File: src/rtl/gate_pkg.sv
// Shared definitions for the 2-input gate exerciser: op codes, FSM encoding and
// the reference truth table.
package gate_pkg;

  localparam logic [2:0] OP_AND  = 3'd0;
  localparam logic [2:0] OP_OR   = 3'd1;
  localparam logic [2:0] OP_NAND = 3'd2;
  localparam logic [2:0] OP_NOR  = 3'd3;
  localparam logic [2:0] OP_XOR  = 3'd4;
  localparam logic [2:0] OP_XNOR = 3'd5;

  localparam logic [2:0] ST_IDLE   = 3'd0;
  localparam logic [2:0] ST_APPLY  = 3'd1;
  localparam logic [2:0] ST_SETTLE = 3'd2;
  localparam logic [2:0] ST_CHECK  = 3'd3;
  localparam logic [2:0] ST_DONE   = 3'd4;

  typedef enum logic [2:0] {
    StIdle   = ST_IDLE,
    StApply  = ST_APPLY,
    StSettle = ST_SETTLE,
    StCheck  = ST_CHECK,
    StDone   = ST_DONE
  } state_e;

  function automatic logic gate_expect(input logic [2:0] op, input logic a, input logic b);
    logic y;
    case (op)
      OP_AND:  y = a & b;
      OP_OR:   y = a | b;
      OP_NAND: y = ~(a & b);
      OP_NOR:  y = ~(a | b);
      OP_XOR:  y = a ^ b;
      OP_XNOR: y = ~(a ^ b);
      default: y = 1'b0;
    endcase
    return y;
  endfunction

endpackage

File: src/rtl/gate_ref_model.sv
// Combinational reference for the gate under test: expected output plus a flag
// telling whether the op code names a real gate.
module gate_ref_model
  import gate_pkg::*;
(
  input  logic [2:0] i_op,
  input  logic       i_a,
  input  logic       i_b,
  output logic       o_expect,
  output logic       o_op_valid
);

  assign o_expect   = gate_expect(i_op, i_a, i_b);
  assign o_op_valid = (i_op <= OP_XNOR);

endmodule

File: src/rtl/gate_exerciser.sv
// Drives a 2-input gate through all four input vectors, samples its output after
// a settle delay and reports per-vector mismatches against the selected function.
module gate_exerciser
  import gate_pkg::*;
#(
  parameter int unsigned SETTLE_CYCLES = 2
) (
  input  logic       clk,
  input  logic       rst,
  input  logic       start,
  input  logic [2:0] op_sel,
  output logic       a_out,
  output logic       b_out,
  input  logic       y_in,
  output logic       busy,
  output logic       done,
  output logic       pass,
  output logic [2:0] err_cnt,
  output logic [3:0] fail_mask
);

  localparam logic [7:0] SettleLoad = 8'(SETTLE_CYCLES - 1);

  state_e     r_state, w_state_nxt;
  logic [2:0] r_op, w_op_nxt;
  logic [1:0] r_vec, w_vec_nxt;
  logic [7:0] r_cnt, w_cnt_nxt;
  logic       r_a, w_a_nxt;
  logic       r_b, w_b_nxt;
  logic       r_busy, w_busy_nxt;
  logic       r_done, w_done_nxt;
  logic       r_pass, w_pass_nxt;
  logic [2:0] r_err, w_err_nxt;
  logic [3:0] r_mask, w_mask_nxt;

  logic [2:0] w_ref_op;
  logic       w_expect;
  logic       w_op_valid;

  // In IDLE the model judges the incoming op code; afterwards it uses the latched one.
  assign w_ref_op = (r_state == StIdle) ? op_sel : r_op;

  gate_ref_model u_ref (
    .i_op       (w_ref_op),
    .i_a        (r_a),
    .i_b        (r_b),
    .o_expect   (w_expect),
    .o_op_valid (w_op_valid)
  );

  always_comb begin
    w_state_nxt = r_state;
    w_op_nxt    = r_op;
    w_vec_nxt   = r_vec;
    w_cnt_nxt   = r_cnt;
    w_a_nxt     = r_a;
    w_b_nxt     = r_b;
    w_busy_nxt  = r_busy;
    w_done_nxt  = 1'b0;
    w_pass_nxt  = r_pass;
    w_err_nxt   = r_err;
    w_mask_nxt  = r_mask;
    unique case (r_state)
      StIdle: begin
        if (start) begin
          w_op_nxt   = op_sel;
          w_err_nxt  = 3'd0;
          w_mask_nxt = 4'h0;
          w_pass_nxt = 1'b0;
          w_vec_nxt  = 2'd0;
          w_busy_nxt = 1'b1;
          w_a_nxt    = 1'b0;
          w_b_nxt    = 1'b0;
          if (w_op_valid) begin
            w_state_nxt = StApply;
          end else begin
            w_mask_nxt  = 4'hF;
            w_err_nxt   = 3'd4;
            w_done_nxt  = 1'b1;
            w_state_nxt = StDone;
          end
        end
      end
      StApply: begin
        w_cnt_nxt   = SettleLoad;
        w_state_nxt = StSettle;
      end
      StSettle: begin
        if (r_cnt == 8'd0) begin
          w_state_nxt = StCheck;
        end else begin
          w_cnt_nxt = r_cnt - 8'd1;
        end
      end
      StCheck: begin
        if (y_in != w_expect) begin
          w_err_nxt         = r_err + 3'd1;
          w_mask_nxt[r_vec] = 1'b1;
        end
        if (r_vec == 2'd3) begin
          w_pass_nxt  = (w_err_nxt == 3'd0);
          w_done_nxt  = 1'b1;
          w_state_nxt = StDone;
        end else begin
          w_vec_nxt   = r_vec + 2'd1;
          w_a_nxt     = w_vec_nxt[1];
          w_b_nxt     = w_vec_nxt[0];
          w_state_nxt = StApply;
        end
      end
      StDone: begin
        w_busy_nxt  = 1'b0;
        w_a_nxt     = 1'b0;
        w_b_nxt     = 1'b0;
        w_state_nxt = StIdle;
      end
      default: w_state_nxt = StIdle;
    endcase
  end

  always_ff @(posedge clk or posedge rst) begin
    if (rst) begin
      r_state <= StIdle;
      r_op    <= 3'd0;
      r_vec   <= 2'd0;
      r_cnt   <= 8'd0;
      r_a     <= 1'b0;
      r_b     <= 1'b0;
      r_busy  <= 1'b0;
      r_done  <= 1'b0;
      r_pass  <= 1'b0;
      r_err   <= 3'd0;
      r_mask  <= 4'h0;
    end else begin
      r_state <= w_state_nxt;
      r_op    <= w_op_nxt;
      r_vec   <= w_vec_nxt;
      r_cnt   <= w_cnt_nxt;
      r_a     <= w_a_nxt;
      r_b     <= w_b_nxt;
      r_busy  <= w_busy_nxt;
      r_done  <= w_done_nxt;
      r_pass  <= w_pass_nxt;
      r_err   <= w_err_nxt;
      r_mask  <= w_mask_nxt;
    end
  end

  assign a_out     = r_a;
  assign b_out     = r_b;
  assign busy      = r_busy;
  assign done      = r_done;
  assign pass      = r_pass;
  assign err_cnt   = r_err;
  assign fail_mask = r_mask;

endmodule

File: config.mk
export PLATFORM = sky130hd
export DESIGN_NAME = gate_exerciser
export DESIGN_NICKNAME = d
export VERILOG_FILES = /design/src/rtl/gate_pkg.sv /design/src/rtl/gate_ref_model.sv /design/src/rtl/gate_exerciser.sv
export SDC_FILE = /design/constraint.sdc
export NUM_CORES = 1
export LEC_CHECK = 0
export BUFFER_PORTS_ARGS = -buffer_cell sky130_fd_sc_hd__buf_4
export CAP_MARGIN = 20
export CORE_ASPECT_RATIO = 0.7
export CORE_MARGIN = 3
export CORE_UTILIZATION = 40
export DETAILED_ROUTE_END_ITERATION = 16
export HOLD_SLACK_MARGIN = 0.1
export SYNTH_ARGS = -nofsm -noshare
export SYNTH_HDL_FRONTEND = slang
export SYNTH_SLANG_ARGS = --single-unit
export TNS_END_PERCENT = 5
File: constraint.sdc
create_clock -name clk -period 1.8 [get_ports clk]
set_clock_uncertainty 0.1 [all_clocks]
set_input_delay 0.09 -clock clk [delete_from_list [all_inputs] [get_ports clk]]
set_output_delay 0.09 -clock clk [all_outputs]
set_load 0.02 [all_outputs]
==> flow_summary.ini, run 1 <==
[run_status]
status = complete, but fails checks
violations_in_the_final_reports = negative setup slack

[finish]
antenna-diode-count = 0
final_cell_area_um2 = 2130
area.growth.synth_to_final_pct = 29.0
final_util_pct = 57.0
finish.net_count = 228
drive_above_1_share_pct = 31.3

[floorplan]
top_level_pins = 19
floorplan.die.width_um = 82.8
die_area_um2 = 4950
row_count = 18
core_area_um2 = 3740
initial_core_util_pct = 44.2
dieHeight_um = 59.8

[drt]
routed_wire_length_per_instance_um = 14.6
route.vias.total = 1359
detail-route-antenna-nets = 0
routed_via_density = 5.21
detailed_route_drc_error_count = 0
drt_iter0_drc = 79
detail_route.first_pass.iterations = 4
drt_wl_total_um = 3810

[placed_design]
input_output_buffers = 18
postPlaceCellArea_um2 = 1970
dp.final_hpwl_um = 2910
gp_congestion = 0.779

[timing]
fmax_mhz = 483
worst_slew_margin_rel_pct = 74.1
min_period_over_period_pct = 115
final_hold_viol_count = 0
report.final.setup_viol = 11
timing.final.ws_setup_ns = -0.271
unrepaired_setup_endpoints_after_global_routing = true
worst_pin_slew_ns = 0.389
min_period_ns = 2.07
timing.final.max_slew_violations = 0

[clock_network]
cts_inserted_buffers = 3
tritoncts = built
ctsLongestPathBuffers = 2
root_buffer = sky130_fd_sc_hd__clkbuf_8
clk-insertion-delay-late_ns = 0.28
htree_num_levels = 1
clk_pin_slew_worst_paths_ns = 0.09
count_of_clock_tree_sinks = 28

[global_routing]
grt_start_max_net_pins = 29
total_congestion_overflow_after_global_routing = 0
grt_first_pass_wirelength_um = 6530
antenna_found_initial = 0
grt_pass1_vias = 1399
grt_usage_pct = 16.5

[critical_path]
worst-setup-path-type = reg2reg
worstPathRequired_ns = 1.91
worst-endpoint-arrival_ns = 2.18
startpoint_type = flip-flop
end_kind = flip-flop
r2r.worst_path.cells = 9
critPathMaxFanout = 5

[hold_path]
hold_path_class = in2async

[yosys]
ys_seq_elements = 28
yosys.area.top_type = sky130_fd_sc_hd__dfrtp_1
synthTopCellsByCount = sky130_fd_sc_hd__dfrtp_1, sky130_fd_sc_hd__nor2_1, sky130_fd_sc_hd__nand2_1
netlist_area_um2 = 1650
yosys_most_used_dff = sky130_fd_sc_hd__dfrtp_1
post_synth.cell_area_avg_um2 = 9.89
yosys-top-cells-area = sky130_fd_sc_hd__dfrtp_1, sky130_fd_sc_hd__ha_1, sky130_fd_sc_hd__xnor2_1
synth_fp_nets = 183
synth_warnings = 0
seq_area_frac_synth_pct = 42.4
synth_edf_count = 0
synth.top_cell.area_share_pct = 42.4
number_of_distinct_library_cell_variants_in_the_gate_level_netlist_after_synthesis = 39
synth-async-reset-ratio_pct = 100
post-synth-top-count-cell = sky130_fd_sc_hd__dfrtp_1
syn_inst = 167

[power_and_ir_drop]
total_power_w = 0.00378
cellLeakagePower_nw = 0.950
power_density_nw_per_um2 = 1780
irDropWorstVdd_mv = 0.786

[run]
drv_cap = 0
[stage by stage]
step | hold slack (ns) | worst slack, ns | TNS, ns | cells
6_report | 0.338 | -0.271 | -2.01 | 261
5_1_grt | 0.368 | -0.384 | -3.47 | 261
4_1_cts | 0.346 | -0.286 | -2.11 | 260
3_5_place_dp | 0.102 | -0.305 | -2.33 | 251
3_3_place_gp | 0.0850 | -0.231 | -1.60 | 251
2_1_floorplan | 0.0553 | -0.240 | -1.66 | 167
[flip-flops by register name, indices dropped and copies added, names as in the netlist]
register,flops
a_out,1
r_cnt,8
b_out,1
pass,1
r_state,3
err_cnt,3
done,1
fail_mask,4
busy,1
r_vec,2
r_op,3
[per-layer routing]
layer	GRT usage (%)	vias up	wire [µm]	share of wire (%)
met5	0	-	0	0
met4	4.43	0	20	0.53
met3	3.99	4	118	3.1
met2	26.6	24	1710	45
met1	22.5	672	1960	51
li1	-	659	-	-
[final timing paths]
path                            slack (ns)  startpoint           end
worst max-delay path                 -0.27       a_out  fail_mask[2]
worst min-delay path                  0.34         rst  fail_mask[2]
worst max register to register       -0.27       a_out  fail_mask[2]
worst min register to register        0.43        pass          pass
max in group asynchronous             0.97         rst    r_state[1]
min in group clk                      0.39        y_in          pass
[cells by family (layout without fill, tap and decap cells)]
family / Yosys count / count (layout) / share of synthesized area, %
mux: 4 / 4 / 2.58
xor+xnor: 13 / 13 / 6.89
fa+ha+maj: 9 / 9 / 6.82
flops: 28 / 28 / 42.4
simple gates: 64 / 64 / 21.5
compound gates: 32 / 32 / 14.8
buf+inv: 17 / 61 / 4.92
[cell usage in the layout (no fill, tap or decap), drive strengths merged]
master,instances
a211o,2
a211oi,1
a21o,2
a21oi,13
a311oi,1
a32oi,1
and2,2
buf,39
clkbuf,4
dfrtp,28
dlygate4sd3,5
ha,9
inv,13
mux2,2
mux2i,2
nand2,18
nand2b,2
nand3,4
nand3b,3
nand4,2
nor2,22
nor2b,1
nor3,4
nor4,3
nor4b,1
o211ai,1
o21ai,5
o2bb2ai,4
o32a,1
o32ai,1
or3,2
xnor2,10
xor2,3
[where the power goes]
group / total (W) / internal, W / switching, W / leakage, nW
clock network: 0.000361 / 0.000159 / 0.000201 / 0.0228
logic: 0.00229 / 0.00109 / 0.00119 / 0.580
registers: 0.00114 / 0.000890 / 0.000246 / 0.348
total: 0.00378 / 0.00214 / 0.00164 / 0.950
[area by class of cell]
cell class | instances | area [µm²]
flip-flops and latches | 28 | 704
well taps | 50 | 62.6
repair buffers | 44 | 359
clock buffers | 4 | 45.0
fillers | 353 | 1610
multi-input cells | 122 | 911
inverters | 13 | 48.8
[critical path, cell delays in order (launching register included)]
cell	delay (ns)
sky130_fd_sc_hd__dfrtp_2	0.42
sky130_fd_sc_hd__inv_2	0.07
sky130_fd_sc_hd__ha_4	0.21
sky130_fd_sc_hd__xnor2_2	0.12
sky130_fd_sc_hd__nor2_1	0.11
sky130_fd_sc_hd__xnor2_1	0.07
sky130_fd_sc_hd__o32a_1	0.39
sky130_fd_sc_hd__a21oi_4	0.25
sky130_fd_sc_hd__buf_12	0.14
sky130_fd_sc_hd__o2bb2ai_1	0.11
[repair_timing]
item	4_1_cts	5_1_grt
resized for setup	4	10
hold buffers	5	0
hold endpoints to repair	35	0
pin swaps	1	6
setup buffers	0	1
cloned	0	0
setup endpoints to repair	13	19
Note: power is estimated with default switching activity, not from simulation.
==> run 2: changes to the inputs <==
- CORE_ASPECT_RATIO: 0.7 -> not set
- REMOVE_ABC_BUFFERS: not set -> 1
==> flow_summary.ini, run 2 (synthesized netlist as in run 1, its figures left out) <==
[run_status]
status = complete, but fails checks
violations_in_the_final_reports = negative setup slack

[global_routing]
grt_start_max_net_pins = 29
grt_usage_pct = 14.5
grt_first_pass_wirelength_um = 5850
antenna_found_initial = 0
grt_pass1_vias = 1308
total_congestion_overflow_after_global_routing = 0

[drt]
detail_route.first_pass.iterations = 4
routed_via_density = 5.15
route.vias.total = 1314
detail-route-antenna-nets = 0
drt_wl_total_um = 3390
detailed_route_drc_error_count = 0
routed_wire_length_per_instance_um = 13.3
drt_iter0_drc = 49

[floorplan]
top_level_pins = 19
floorplan.die.width_um = 70.3
core_area_um2 = 3830
dieHeight_um = 70.3
row_count = 22
die_area_um2 = 4940
initial_core_util_pct = 43.2

[critical_path]
startpoint_type = flip-flop
worst-setup-path-type = reg2reg
worst-endpoint-arrival_ns = 2.12
critPathMaxFanout = 6
end_kind = flip-flop
worstPathRequired_ns = 1.91
regToRegSetupSlack_ns = -0.21

[timing]
worst_slew_margin_rel_pct = 75.2
fmax_mhz = 498
unrepaired_setup_endpoints_after_global_routing = true
min_period_ns = 2.01
holdWs_ns = 0.320
report.final.setup_viol = 8
timing.final.max_slew_violations = 0
worst_pin_slew_ns = 0.373
min_period_over_period_pct = 112
timing.final.ws_setup_ns = -0.209
final_hold_viol_count = 0

[clock_network]
clk-insertion-delay-late_ns = 0.28
clk_pin_slew_worst_paths_ns = 0.11
tritoncts = built
postCtsSetupBuffers = 0
htree_num_levels = 1
ctsLongestPathBuffers = 2
root_buffer = sky130_fd_sc_hd__clkbuf_8
cts_inserted_buffers = 3
count_of_clock_tree_sinks = 28

[finish]
area.growth.synth_to_final_pct = 26.0
largest-register = r_cnt
highest_count_cells_in_the_layout_ignoring_fill_and_taps = sky130_fd_sc_hd__buf_4, sky130_fd_sc_hd__dfrtp_1, sky130_fd_sc_hd__nor2_1
final_cell_area_um2 = 2080
n_fill_cell = 325
most_common_cell_after_layout_fill_and_taps_aside = sky130_fd_sc_hd__buf_4
drive_above_1_share_pct = 26.6
finish.net_count = 224
largest_reg_flops = 8
antenna-diode-count = 0

[power_and_ir_drop]
cellLeakagePower_nw = 0.937
irDropWorstVdd_mv = 0.794
power_density_nw_per_um2 = 1770

[hold_path]
hold_path_class = in2async

[run]
drv_cap = 0

[placed_design]
postPlaceCellArea_um2 = 1940
gp_congestion = 0.826
dp.final_hpwl_um = 2610
input_output_buffers = 18
[run 2: path summary, 6_finish.rpt]
| path | startpoint | to | cells after the start |
|---|---|---|---|
| max | a_out | err_cnt[1] | 8 |
| min reg2reg | busy | busy | 2 |
| max in group asynchronous | rst | r_state[2] | 4 |
| min | rst | r_cnt[5] | 4 |
| max reg2reg | a_out | err_cnt[1] | 8 |
| min in group clk | y_in | pass | 5 |
[run 2: metrics by stage]
stage                     setup WS, ns  cells  utilization [%]  power, W  setup TNS (ns)
after floorplan                 -0.303    163                -   0.00247           -2.16
after global placement          -0.214    246             50.8   0.00311           -1.34
final                           -0.209    255             54.4   0.00368           -1.17
after global routing            -0.359    255             54.4   0.00399           -2.65
after detailed placement        -0.267    246             50.8   0.00316           -1.66
after CTS                       -0.224    255             54.3   0.00372           -1.27
[run 2: routing by layer]
layer,part of all wire [%],global-route usage [%],up-vias
li1,-,-,651
met2,52,25.7,22
met3,3.5,3.60,4
met5,0,0,-
met1,43,17.4,637
met4,0.89,3.62,0
[run 2: power breakdown]
group          leakage (nW)  switching, W  total, W  internal, W
combinational         0.551       0.00108   0.00204     0.000959
sequential            0.350      0.000254   0.00114     0.000884
clock                0.0357      0.000205  0.000503     0.000298
[run 2: what timing repair did]
action	CTS	global route
hold buffers	5	0
endpoints found under the hold margin	35	0
gates resized for setup	4	1
pin swaps	2	2
endpoints found under the setup margin	10	13
[run 2: layout make-up]
cell class | count | area [µm²] | area share, %
Clock buffer | 3 | 41.3 | 1.98
Clock inverter | 1 | 30.0 | 1.44
Inverter | 13 | 48.8 | 2.35
Multi-Input combinational cell | 122 | 886 | 42.6
Sequential cell | 28 | 702 | 33.7
Tap cell | 48 | 60.1 | 2.89
Timing Repair Buffer | 40 | 313 | 15.0
[run 2: critical path: stages, from the launching register on]
cell                      delay (ns)
sky130_fd_sc_hd__dfrtp_1        0.40
sky130_fd_sc_hd__inv_2          0.07
sky130_fd_sc_hd__ha_4           0.20
sky130_fd_sc_hd__xnor2_1        0.13
sky130_fd_sc_hd__nor2_1         0.07
sky130_fd_sc_hd__xnor2_1        0.12
sky130_fd_sc_hd__o32a_1         0.37
sky130_fd_sc_hd__a21oi_4        0.26
sky130_fd_sc_hd__mux2i_1        0.22
==> run 3: changes to the inputs <==
- SYNTH_HIERARCHICAL: not set -> 1
==> flow_summary.ini, run 3 <==
[run_status]
status = complete, but fails checks
violations_in_the_final_reports = negative setup slack

[floorplan]
top_level_pins = 19
dieHeight_um = 67.9
core_area_um2 = 3490
row_count = 21
floorplan.die.width_um = 67.9
initial_core_util_pct = 43.8
die_area_um2 = 4600

[power_and_ir_drop]
netSwitchingPower_w = 0.00159
cellLeakagePower_nw = 1.01
pwr-share-seq_pct = 27.2
internal_power_w = 0.00231
power_switching_share_pct = 40.7
combinationalPowerShare_pct = 62.8
irDropWorstVdd_mv = 0.725
power.share.clock_pct = 10.0
power_density_nw_per_um2 = 1830

[finish]
final_util_pct = 61.0
finish.net_count = 215
highest_count_cells_in_the_layout_ignoring_fill_and_taps = sky130_fd_sc_hd__buf_4, sky130_fd_sc_hd__dfrtp_1, sky130_fd_sc_hd__nor2_1, sky130_fd_sc_hd__nand2_1, sky130_fd_sc_hd__inv_1
largest_reg_flops = 8
drive_above_1_share_pct = 38.7
area.growth.synth_to_final_pct = 39.2
most_common_cell_after_layout_fill_and_taps_aside = sky130_fd_sc_hd__buf_4
antenna-diode-count = 0
largest-register = r_cnt

[critical_path]
critical_path.slowest_cell = sky130_fd_sc_hd__dfrtp_1
worst-setup-path-type = reg2reg
end_kind = flip-flop
startpoint_type = flip-flop
path_common_cell = sky130_fd_sc_hd__mux2_4
worst-path-buf-inv = 1
cp_top_family = multiplexers
critPathMaxFanout = 6
worst-endpoint-arrival_ns = 2.74
worstPathRequired_ns = 1.86
cell_breakdown_of_the_critical_path = nor3_2 > mux2_4 > or2_1 > a21oi_2 > mux2_4 > xor2_2 > buf_4 > nor2b_2 > a221o_1
timing.critical_path.slowest_cell_delay_ns = 0.40

[drt]
routed_wire_length_per_instance_um = 14.1
detailed_route_drc_error_count = 0
detail-route-antenna-nets = 0
routed_via_density = 5.26
drt_wl_total_um = 3450
drt_iter0_drc = 65
detail_route.first_pass.iterations = 4
route.vias.total = 1289

[clock_network]
count_of_clock_tree_sinks = 28
htree_num_levels = 1
clk_pin_slew_worst_paths_ns = 0.09
tritoncts = built
root_buffer = sky130_fd_sc_hd__clkbuf_8
cts_inserted_buffers = 3
postCtsSetupBuffers = 0
clk-insertion-delay-late_ns = 0.28
ctsLongestPathBuffers = 2

[timing]
unrepaired_setup_endpoints_after_global_routing = true
report.final.setup_viol = 15
fmax_mhz = 374
worst_pin_slew_ns = 0.503
min_period_ns = 2.67
timing.final.max_slew_violations = 0
holdWs_ns = 0.210
final_hold_viol_count = 0
timing.final.ws_setup_ns = -0.873
min_period_over_period_pct = 148
worst_slew_margin_rel_pct = 66.2

[yosys]
synthTopCellsByCount = sky130_fd_sc_hd__dfrtp_1, sky130_fd_sc_hd__nand2_1, sky130_fd_sc_hd__nor2_1
synth-async-reset-ratio_pct = 100
synth_edf_count = 0
syn_inst = 150
number_of_distinct_library_cell_variants_in_the_gate_level_netlist_after_synthesis = 43
yosys-top-cells-area = sky130_fd_sc_hd__dfrtp_1, sky130_fd_sc_hd__ha_1, sky130_fd_sc_hd__mux2_2
synth.top_cell.area_share_pct = 45.8
yosys_most_used_dff = sky130_fd_sc_hd__dfrtp_1
netlist_area_um2 = 1530
yosys.area.top_type = sky130_fd_sc_hd__dfrtp_1
post-synth-top-count-cell = sky130_fd_sc_hd__dfrtp_1
synth_warnings = 6
ys_seq_elements = 28
post_synth.cell_area_avg_um2 = 10.2
seq_area_frac_synth_pct = 45.8

[global_routing]
grt_start_max_net_pins = 29
antenna_found_initial = 0
grt_usage_pct = 17.1
grt_first_pass_wirelength_um = 5870
grt_pass1_vias = 1288
total_congestion_overflow_after_global_routing = 0

[run]
drv_cap = 0

[placed_design]
gp_congestion = 0.801
input_output_buffers = 18
dp.final_hpwl_um = 2480

[hold_path]
hold_path_class = in2reg
run 3: cell types whose count changed after synthesis, moves of 4 or more:
cell                        previous run  this run
sky130_fd_sc_hd__mux2_2                2         7
sky130_fd_sc_hd__nor2_1               22        11
sky130_fd_sc_hd__xnor2_1              10         2
sky130_fd_sc_hd__nor3_1                3         9
sky130_fd_sc_hd__o2bb2ai_1             4         0
sky130_fd_sc_hd__nand2_1              18        13
sky130_fd_sc_hd__a221o_1               0         4
run 3: through the flow:
step	area (µm²)	setup WS (ns)	total power [W]	setup TNS, ns	cells
floorplan	1510	-1.23	0.00230	-8.41	146
global placement	1900	-0.925	0.00310	-7.76	236
detailed placement	1900	-1.01	0.00316	-8.59	236
CTS	2080	-0.901	0.00381	-7.49	245
global route	2130	-0.970	0.00420	-8.81	245
finish	2130	-0.873	0.00389	-7.24	245
run 3: metal layers:
metal  global-route usage [%]  routed length (µm)  vias to the layer above
li1                         -                   -                      636
met4                     5.96                  50                        0
met2                     27.6                1630                       32
met1                     23.4                1630                      616
met5                        0                   0                        -
met3                     2.46                 144                        5
run 3: power groups by stage:
stage / registers [W] / clock network [W] / logic, W
finish: 0.00106 / 0.000390 / 0.00245
global route: 0.00109 / 0.000432 / 0.00268
global placement: 0.00105 / 0 / 0.00206
floorplan: 0.00122 / 0 / 0.00109
detailed placement: 0.00106 / 0 / 0.00210
CTS: 0.00105 / 0.000409 / 0.00235
run 3: worst register-to-register path: stages (launching register included):
cell and delay [ns]:
sky130_fd_sc_hd__dfrtp_1 0.40, sky130_fd_sc_hd__nor3_2 0.24, sky130_fd_sc_hd__mux2_4 0.33, sky130_fd_sc_hd__or2_1 0.22
sky130_fd_sc_hd__a21oi_2 0.15, sky130_fd_sc_hd__mux2_4 0.33, sky130_fd_sc_hd__xor2_2 0.15, sky130_fd_sc_hd__buf_4 0.15
sky130_fd_sc_hd__nor2b_2 0.18, sky130_fd_sc_hd__a221o_1 0.31
run 3: path summary, 6_finish.rpt:
check                            from            to  slack [ns]  cells past startpoint
min in group asynchronous         rst      r_cnt[0]        0.32                      4
setup reg to reg           r_state[2]  fail_mask[0]       -0.87                      9
hold / removal                   y_in    err_cnt[2]        0.21                      5
setup / recovery           r_state[2]  fail_mask[0]       -0.87                      9
hold reg to reg               r_op[2]       r_op[2]        0.42                      1
max in group asynchronous         rst    r_state[1]        1.00                      4
run 3: layout make-up:
cell class | instances | area (µm²)
fill | 290 | 1360
sequential | 28 | 701
inverter | 10 | 37.5
tap | 46 | 57.6
clock buffer | 4 | 55.1
multi-input combinational | 108 | 881
timing repair buffer | 49 | 399
run 3: timing repair:
item,CTS,global route
pin swaps,9,4
hold endpoints to repair,32,0
cloned,0,0
setup endpoints to repair,18,21
hold buffers,5,0
resized for setup,17,10
run 3: cells by family (layout without fill, tap and decap cells):
group | Yosys count | after routing | share of synthesized area, %
buffers and inverters | 14 | 63 | 3.60
muxes | 12 | 12 | 8.50
DFF | 28 | 28 | 45.8
adders and majority gates | 8 | 8 | 6.54
AOI/OAI and AO/OA | 30 | 30 | 13.8
xor gates and xnor gates | 4 | 4 | 2.29
and+or+nand+nor | 54 | 54 | 19.5
